--- config.mk ---
export PLATFORM = sky130hd
export DESIGN_NAME = cpu_alu_seq
export DESIGN_NICKNAME = d
export VERILOG_FILES = /design/src/rtl/cpu_alu_seq.sv
export SDC_FILE = /design/constraint.sdc
export NUM_CORES = 1
export LEC_CHECK = 0
export ABC_AREA = 1
export CORE_UTILIZATION = 60
export DETAILED_ROUTE_END_ITERATION = 8
export GPL_TIMING_DRIVEN = 0
export PLACE_DENSITY = 0.89
export SETUP_SLACK_MARGIN = 0.1
export SLEW_MARGIN = 20
export SYNTH_ARGS = -nofsm -noshare
export SYNTH_HDL_FRONTEND = slang
export SYNTH_SLANG_ARGS = --single-unit
--- constraint.sdc ---
create_clock -name i_clock -period 3.09 [get_ports i_clock]
set_input_delay 0.618 -clock i_clock [delete_from_list [all_inputs] [get_ports i_clock]]
set_output_delay 0.618 -clock i_clock [all_outputs]
set_load 0.03 [all_outputs]
--- src/rtl/cpu_alu_seq.sv ---
// rtl/cpu_alu_seq.sv - sequential ALU with optional iterative mul/div (CPU_ALU_SEQ_MULDIV_EN)
module cpu_alu_seq #(
  parameter int WIDTH = 32,
  parameter int SHW   = $clog2(WIDTH)
) (
  input  logic             i_clock,
  input  logic             i_reset_n,
  input  logic             i_valid,
  input  logic             i_abort,
  input  logic [4:0]       i_op,
  input  logic [WIDTH-1:0] i_op1,
  input  logic [WIDTH-1:0] i_op2,
  output logic             o_busy,
  output logic             o_valid,
  output logic [WIDTH-1:0] o_result,
  output logic             o_compare_result
);

  localparam int CW = $clog2(WIDTH);

  localparam logic [1:0] S_IDLE = 2'd0;
  localparam logic [1:0] S_BUSY = 2'd1;
  localparam logic [1:0] S_DONE = 2'd2;

  logic [1:0]       state;
  logic             accept;
  logic [WIDTH-1:0] alu_res;
  logic             alu_cmp;
  logic             is_cmp;
  logic             start_busy;
  logic [WIDTH-1:0] start_res;
  logic             md_last;
  logic [WIDTH-1:0] md_res;

  assign accept  = (state == S_IDLE) && i_valid && !i_abort;
  assign o_busy  = (state != S_IDLE);
  assign o_valid = (state == S_DONE);

  // Single-cycle operations, evaluated on the live inputs at acceptance
  always_comb begin
    alu_res = '0;
    alu_cmp = 1'b0;
    is_cmp  = 1'b0;
    case (i_op)
      5'd0:  alu_res = i_op1 + i_op2;
      5'd1:  alu_res = i_op1 - i_op2;
      5'd2:  alu_res = i_op1 & i_op2;
      5'd3:  alu_res = i_op1 | i_op2;
      5'd4:  alu_res = i_op1 ^ i_op2;
      5'd5:  alu_res = i_op1 << i_op2[SHW-1:0];
      5'd6:  alu_res = i_op1 >> i_op2[SHW-1:0];
      5'd7:  alu_res = $signed(i_op1) >>> i_op2[SHW-1:0];
      5'd8:  begin is_cmp = 1'b1; alu_cmp = ($signed(i_op1) < $signed(i_op2));  end
      5'd9:  begin is_cmp = 1'b1; alu_cmp = (i_op1 < i_op2);                    end
      5'd10: begin is_cmp = 1'b1; alu_cmp = (i_op1 == i_op2);                   end
      5'd11: begin is_cmp = 1'b1; alu_cmp = (i_op1 != i_op2);                   end
      5'd12: begin is_cmp = 1'b1; alu_cmp = ($signed(i_op1) >= $signed(i_op2)); end
      5'd13: begin is_cmp = 1'b1; alu_cmp = (i_op1 >= i_op2);                   end
      default: alu_res = '0;
    endcase
    if (is_cmp) begin
      alu_res = {{(WIDTH-1){1'b0}}, alu_cmp};
    end
  end

`ifdef CPU_ALU_SEQ_MULDIV_EN
  logic [2*WIDTH-1:0] acc;
  logic [2*WIDTH-1:0] acc_nxt;
  logic [2*WIDTH-1:0] prod;
  logic [WIDTH-1:0]   dsr;
  logic [WIDTH-1:0]   mag1;
  logic [WIDTH-1:0]   mag2;
  logic [WIDTH-1:0]   fast_res;
  logic [WIDTH-1:0]   q_fin;
  logic [WIDTH-1:0]   r_fin;
  logic [WIDTH:0]     sum;
  logic [WIDTH:0]     sh;
  logic [CW-1:0]      cnt;
  logic [2:0]         md_op;
  logic               neg_q;
  logic               neg_r;
  logic               is_md;
  logic               is_div;
  logic               s1;
  logic               s2;
  logic               fast;

  // Operand signs/magnitudes and the divide special cases that bypass BUSY
  always_comb begin
    is_md  = (i_op[4:3] == 2'b10);
    is_div = i_op[2];
    if (is_div) begin
      s1 = i_op1[WIDTH-1] & ~i_op[0];
      s2 = i_op2[WIDTH-1] & ~i_op[0];
    end else begin
      s1 = i_op1[WIDTH-1] & ~(i_op[1] & i_op[0]);
      s2 = i_op2[WIDTH-1] & ~i_op[1];
    end
    mag1     = s1 ? -i_op1 : i_op1;
    mag2     = s2 ? -i_op2 : i_op2;
    fast     = 1'b0;
    fast_res = '0;
    if (is_md && is_div) begin
      if (i_op2 == '0) begin
        fast     = 1'b1;
        fast_res = i_op[1] ? i_op1 : '1;
      end else if (!i_op[0] && (i_op1 == {1'b1, {(WIDTH-1){1'b0}}}) && (i_op2 == '1)) begin
        fast     = 1'b1;
        fast_res = i_op[1] ? '0 : i_op1;
      end
    end
    start_busy = is_md && !fast;
    start_res  = fast ? fast_res : alu_res;
  end

  // One shift-add (multiply) or restoring-subtract (divide) step, plus sign fix-up
  always_comb begin
    sum = {1'b0, acc[2*WIDTH-1:WIDTH]} + (acc[0] ? {1'b0, dsr} : {(WIDTH+1){1'b0}});
    sh  = {acc[2*WIDTH-1:WIDTH], acc[WIDTH-1]};
    if (!md_op[2]) begin
      acc_nxt = {sum, acc[WIDTH-1:1]};
    end else if (sh >= {1'b0, dsr}) begin
      acc_nxt = {sh[WIDTH-1:0] - dsr, acc[WIDTH-2:0], 1'b1};
    end else begin
      acc_nxt = {sh[WIDTH-1:0], acc[WIDTH-2:0], 1'b0};
    end
    prod  = neg_q ? -acc_nxt : acc_nxt;
    q_fin = neg_q ? -acc_nxt[WIDTH-1:0] : acc_nxt[WIDTH-1:0];
    r_fin = neg_r ? -acc_nxt[2*WIDTH-1:WIDTH] : acc_nxt[2*WIDTH-1:WIDTH];
    if (!md_op[2]) begin
      md_res = (md_op[1:0] == 2'b00) ? prod[WIDTH-1:0] : prod[2*WIDTH-1:WIDTH];
    end else begin
      md_res = md_op[1] ? r_fin : q_fin;
    end
    md_last = (cnt == CW'(WIDTH - 1));
  end

  // Iterative datapath registers: loaded on acceptance, stepped once per BUSY cycle
  always_ff @(posedge i_clock or negedge i_reset_n) begin
    if (!i_reset_n) begin
      acc   <= '0;
      dsr   <= '0;
      cnt   <= '0;
      md_op <= '0;
      neg_q <= 1'b0;
      neg_r <= 1'b0;
    end else if (accept && start_busy) begin
      acc   <= {{WIDTH{1'b0}}, (is_div ? mag1 : mag2)};
      dsr   <= is_div ? mag2 : mag1;
      cnt   <= '0;
      md_op <= i_op[2:0];
      neg_q <= s1 ^ s2;
      neg_r <= s1;
    end else if ((state == S_BUSY) && !i_abort) begin
      acc <= acc_nxt;
      cnt <= cnt + 1'b1;
    end
  end
`else
  assign start_busy = 1'b0;
  assign start_res  = alu_res;
  assign md_last    = 1'b1;
  assign md_res     = '0;
`endif

  // Control FSM; results load only when DONE is entered, otherwise held
  always_ff @(posedge i_clock or negedge i_reset_n) begin
    if (!i_reset_n) begin
      state            <= S_IDLE;
      o_result         <= '0;
      o_compare_result <= 1'b0;
    end else if (i_abort) begin
      state <= S_IDLE;
    end else begin
      case (state)
        S_IDLE: begin
          if (accept) begin
            if (start_busy) begin
              state <= S_BUSY;
            end else begin
              state            <= S_DONE;
              o_result         <= start_res;
              o_compare_result <= alu_cmp;
            end
          end
        end
        S_BUSY: begin
          if (md_last) begin
            state            <= S_DONE;
            o_result         <= md_res;
            o_compare_result <= 1'b0;
          end
        end
        S_DONE:  state <= S_IDLE;
        default: state <= S_IDLE;
      endcase
    end
  end

endmodule

==> results.py, run 1 <==
metrics = {
    "yosys": {
        "ys_async_sr_fraction_pct": 100.0,
        "synth_area_leaders": "nand2_1, nand3_1, ha_1, inv_1, dfrtp_1",
        "synth_cell_type_count": 51,
        "ys_warn_count": 0,
        "synth_area_um2": 11100,
        "synth_top_area_cell": "nand2_1",
        "synth_commonest_cells": "nand2_1, nand3_1, inv_1",
        "synth_edf_count": 0,
        "synth_cells": 2124,
        "ys_seq_elements": 34,
        "syn_nets": 2300,
        "yosysMostFrequentCell": "nand2_1",
        "syn_avg_cell_area_um2": 5.227,
        "synthFlopType": "dfrtp_1",
        "synth.top_cell.area_share_pct": 24.48,
        "synth-seq-area-share_pct": 7.664,
    },
    "clocking": {
        "hold_buffers": 0,
        "clock-sinks": 34,
        "htreeDepth": 2,
        "cts_made_buffers": 5,
        "ctsRootBufferMaster": "clkbuf_16",
        "clk_path_buf_depth": 2,
    },
    "run_status": {
        "haltStage": "global routing (5_1_grt)",
        "status": "stopped before the end",
        "error": "[ERROR GRT-0116] Global routing finished with congestion. Check the congestion regions in the DRC Viewer.",
    },
    "place": {
        "place_area_um2": 12460,
        "io_buffers": 107,
        "dp_hpwl_um": 42230,
        "gp_congestion": 1.339,
        "dp_slack_ns": -1.198,
    },
    "die": {
        "die_h_um": 138.0,
        "initial_core_util_pct": 61.59,
        "io_pins": 108,
        "rows": 49,
        "fp.dieW_um": 138.0,
    },
    "global_route": {
        "overflow": 16,
        "track_usage_pct": 58.69,
        "grt_pass1_vias": 16398,
        "grt_pass1_wl_um": 86910,
        "grt_max_degree": 35,
    },
}
[stage by stage]
stage / instances / TNS, ns / util (%)
3_5_place_dp: 2460 / -31.46 / 69.10
3_3_place_gp: 2460 / -30.20 / 69.13
4_1_cts: 2477 / 0 / 71.78
2_1_floorplan: 2124 / 0 / -
[per-layer routing]
metal / overflow / GRT usage (%)
met5: 0 / 3.008
met4: 8 / 53.85
met3: 0 / 39.73
met2: 8 / 76.79
met1: 0 / 62.24
[kinds of logic after synthesis]
group | synth area share, %
AND/OR/NAND/NOR | 50.24
buffers and inverters | 12.97
AO/OA/AOI/OAI | 16.88
adder cells (fa/ha/maj) | 11.74
flip-flops | 7.664
XOR/XNOR | 0.3155
multiplexers | 0.1803
[repair_timing]
item | CTS
endpoints found under the setup margin | 33
resized for setup | 116
pin swaps | 17
setup buffers | 9
==> inputs of run 2 (changes only) <==
CORE_UTILIZATION = 40   (was 60)
PLACE_DENSITY = not set   (was 0.89)
PLACE_DENSITY_LB_ADDON = 0.15   (was not set)
SETUP_SLACK_MARGIN = not set   (was 0.1)
==> run 2 against run 1 <==
Against the previous run: the run now ends clean; synthesized area is the same; synthesized cell count is the same.
==> results.py, run 2 <==
metrics = {
    "clocking": {
        "htreeDepth": 2,
        "clkLatencyLatePin_ns": 0.29,
        "cts_made_buffers": 5,
        "clk_pin_slew_ns": 0.06,
        "tritoncts": "built",
        "ctsRootBufferMaster": "clkbuf_16",
        "clk_path_buf_depth": 2,
        "clock-sinks": 34,
    },
    "routing": {
        "drtIter0Drc": 2009,
        "via_per_inst": 6.125,
        "dr.pass1.iters": 6,
        "drt_wl_total_um": 64760,
        "postRouteAntennaNets": 0,
        "dr_total_vias": 16073,
        "post-route-drc-count": 0,
        "wl_per_cell_um": 24.68,
    },
    "worst_setup_path": {
        "startpoint": "i_op1[9]",
        "start_kind": "input pin",
        "required_ns": 3.27,
        "r2r-start": "state[1]",
        "cp-end-kind": "flip-flop",
        "reg2regPathDepth": 5,
        "worst_ep_arrival_time_ns": 3.26,
        "crit_type": "input pin to flip-flop",
        "cp_max_fo": 7,
        "r2r-end": "o_result[5]",
        "cp-endpoint": "o_result[30]",
        "ff2ff_setup_slack_ns": 1.00,
    },
    "layout": {
        "final_common_cell": "nand2_1",
        "area_growth_pct": 22.06,
        "drive_above_1_share_pct": 11.50,
        "largest_reg_flops": 32,
        "num_antenna_cells": 0,
        "fill_cells": 3094,
        "final_cell_mix": "nand2_1, nand3_1, inv_1, nor2_1, a21oi_1",
        "multi_input_area_um2": 9289,
        "fin_nets": 2427,
        "seq_area_um2": 850.8,
        "top_register": "o_result",
        "fin_cells": 2624,
        "reg.largest.list": "o_result: 32 flops, o_compare_result: 1 flops, state: 1 flops",
    },
    "yosys": {
        "synth_cells": 2124,
        "ys_async_sr_fraction_pct": 100.0,
        "ys_warn_count": 0,
        "synth.top_cell.area_share_pct": 24.48,
        "synthFlopType": "dfrtp_1",
        "synth_area_leaders": "nand2_1, nand3_1, ha_1, inv_1, dfrtp_1",
        "yosysMostFrequentCell": "nand2_1",
        "synth-seq-area-share_pct": 7.664,
        "synth_area_um2": 11100,
        "syn_nets": 2300,
        "ys_seq_elements": 34,
        "synth_commonest_cells": "nand2_1, nand3_1, inv_1",
        "syn_avg_cell_area_um2": 5.227,
        "synth_cell_type_count": 51,
        "synth_edf_count": 0,
        "synth_top_area_cell": "nand2_1",
    },
    "sta": {
        "period_share_pct": 99.91,
        "max_slew.worst_pin.slew_ns": 0.8693,
        "whs_ns": 0.1412,
        "fin_setup_tns_ns": 0,
        "rsz0062_at_grt": "yes",
        "hold_viol": 0,
        "min_period_ns": 3.087,
        "relSlewSlack_pct": 42.05,
        "slew_viol_final": 0,
        "setup_viol": 0,
        "fin_skew_ns": 0.005923,
        "fmax_mhz": 323.9,
    },
    "run_status": {
        "status": "finished, final reports clean",
    },
    "global_route": {
        "track_usage_pct": 45.08,
        "overflow": 0,
        "grt_pass1_wl_um": 93890,
        "antenna_found_initial": 1,
        "grt_max_degree": 31,
        "grt_pass1_vias": 14877,
    },
    "place": {
        "io_buffers": 107,
        "place_inst": 2604,
        "gp_congestion": 1.118,
        "dp_hpwl_um": 53650,
    },
    "power_and_ir_drop": {
        "cellPowerDensity_nw_per_um2": 257.4,
        "leakagePower_nw": 7.051,
        "vdd_drop_max_mv": 0.2157,
    },
    "die": {
        "initial_core_util_pct": 40.96,
        "core_um2": 27100,
        "die_h_um": 168.6,
        "fp.dieW_um": 168.6,
        "die-area_um2": 28420,
        "io_pins": 108,
        "rows": 60,
    },
    "worst_hold_path": {
        "hp-class": "input pin to async pin",
    },
    "run": {
        "drv_cap": 0,
    },
}
==> run 2: worst min-delay path by stage <==
stage	from	to	slack (ns)
after CTS	i_reset_n	o_result[27]	0.14
after floorplan	i_reset_n	o_compare_result	0.32
after global placement	o_result[25]	o_result[25]	0.46
after detailed placement	i_reset_n	o_result[27]	0.45
after global routing	i_reset_n	o_result[25]	0.13
final	i_reset_n	o_result[27]	0.14
==> run 2: per-stage QoR <==
stage | worst slack (ns) | instance area (µm²) | util (%) | total power (W)
after floorplan | 0.05462 | 11100 | - | 0.001771
after global placement | -1.862 | 12640 | 46.63 | 0.002568
after detailed placement | -1.868 | 12650 | 46.69 | 0.002576
after CTS | -0.03373 | 13170 | 48.59 | 0.003327
after global routing | -0.04165 | 13550 | 50.00 | 0.003661
final | 0.002883 | 13550 | 50.00 | 0.003487
==> run 2: layout make-up <==
cell class,count,share of cell area [%]
repair buffers,123,8.966
clock buffers,6,1.025
clock inverters,2,0.4432
flip-flops and latches,34,6.279
well taps,372,3.435
inverters,254,7.193
plain buffers,90,4.109
multi-input cells,1743,68.55
==> run 2: critical path, cell delays in order <==
cell and delay (ns):
clkdlybuf4s15_1 0.33, inv_1 0.29, ha_2 0.39, nor2_1 0.26
inv_1 0.09, nor2_2 0.28, nand2_1 0.16, inv_1 0.07
nand2_1 0.07, nand2_1 0.11, nand2_1 0.13, nand2_1 0.10
nand2_1 0.05, nand3_1 0.08, nand3_1 0.09, nand2_1 0.09
nand2_1 0.05
==> run 2: power by group <==
part / internal, W / switching (W) / total, W
Sequential: 0.000490 / 0.0000265 / 0.000516
Combinational: 0.000710 / 0.00158 / 0.00229
Clock: 0.000484 / 0.000195 / 0.000680
Total: 0.00168 / 0.00180 / 0.00349
==> run 2: cells by family (layout without fill, tap and decap cells) <==
family	count (synthesis)	in the layout	synth area share, %
adder cells (fa/ha/maj)	103	103	11.74
buffers and inverters	347	475	12.97
AND/OR/NAND/NOR	1310	1310	50.24
AO/OA/AOI/OAI	324	324	16.88
multiplexers	2	2	0.1803
XOR/XNOR	4	4	0.3155
flip-flops	34	34	7.664
==> run 2: layer usage <==
metal | routed length [µm] | GRT usage (%) | up-vias
met5 | 9 | 0 | -
met4 | 5453 | 31.15 | 2
met3 | 6380 | 6.336 | 258
met2 | 27880 | 70.72 | 1094
met1 | 25030 | 57.19 | 7499
li1 | - | - | 7220
==> run 2: what timing repair did <==
item | 4_1_cts | 5_1_grt
hold endpoints to repair | 0 | 0
setup endpoints to repair | 33 | 32
hold buffers | 0 | 0
gates resized for setup | 115 | 121
pin swaps | 16 | 30
setup buffers | 7 | 8
Power figures use the tool's default switching activity.
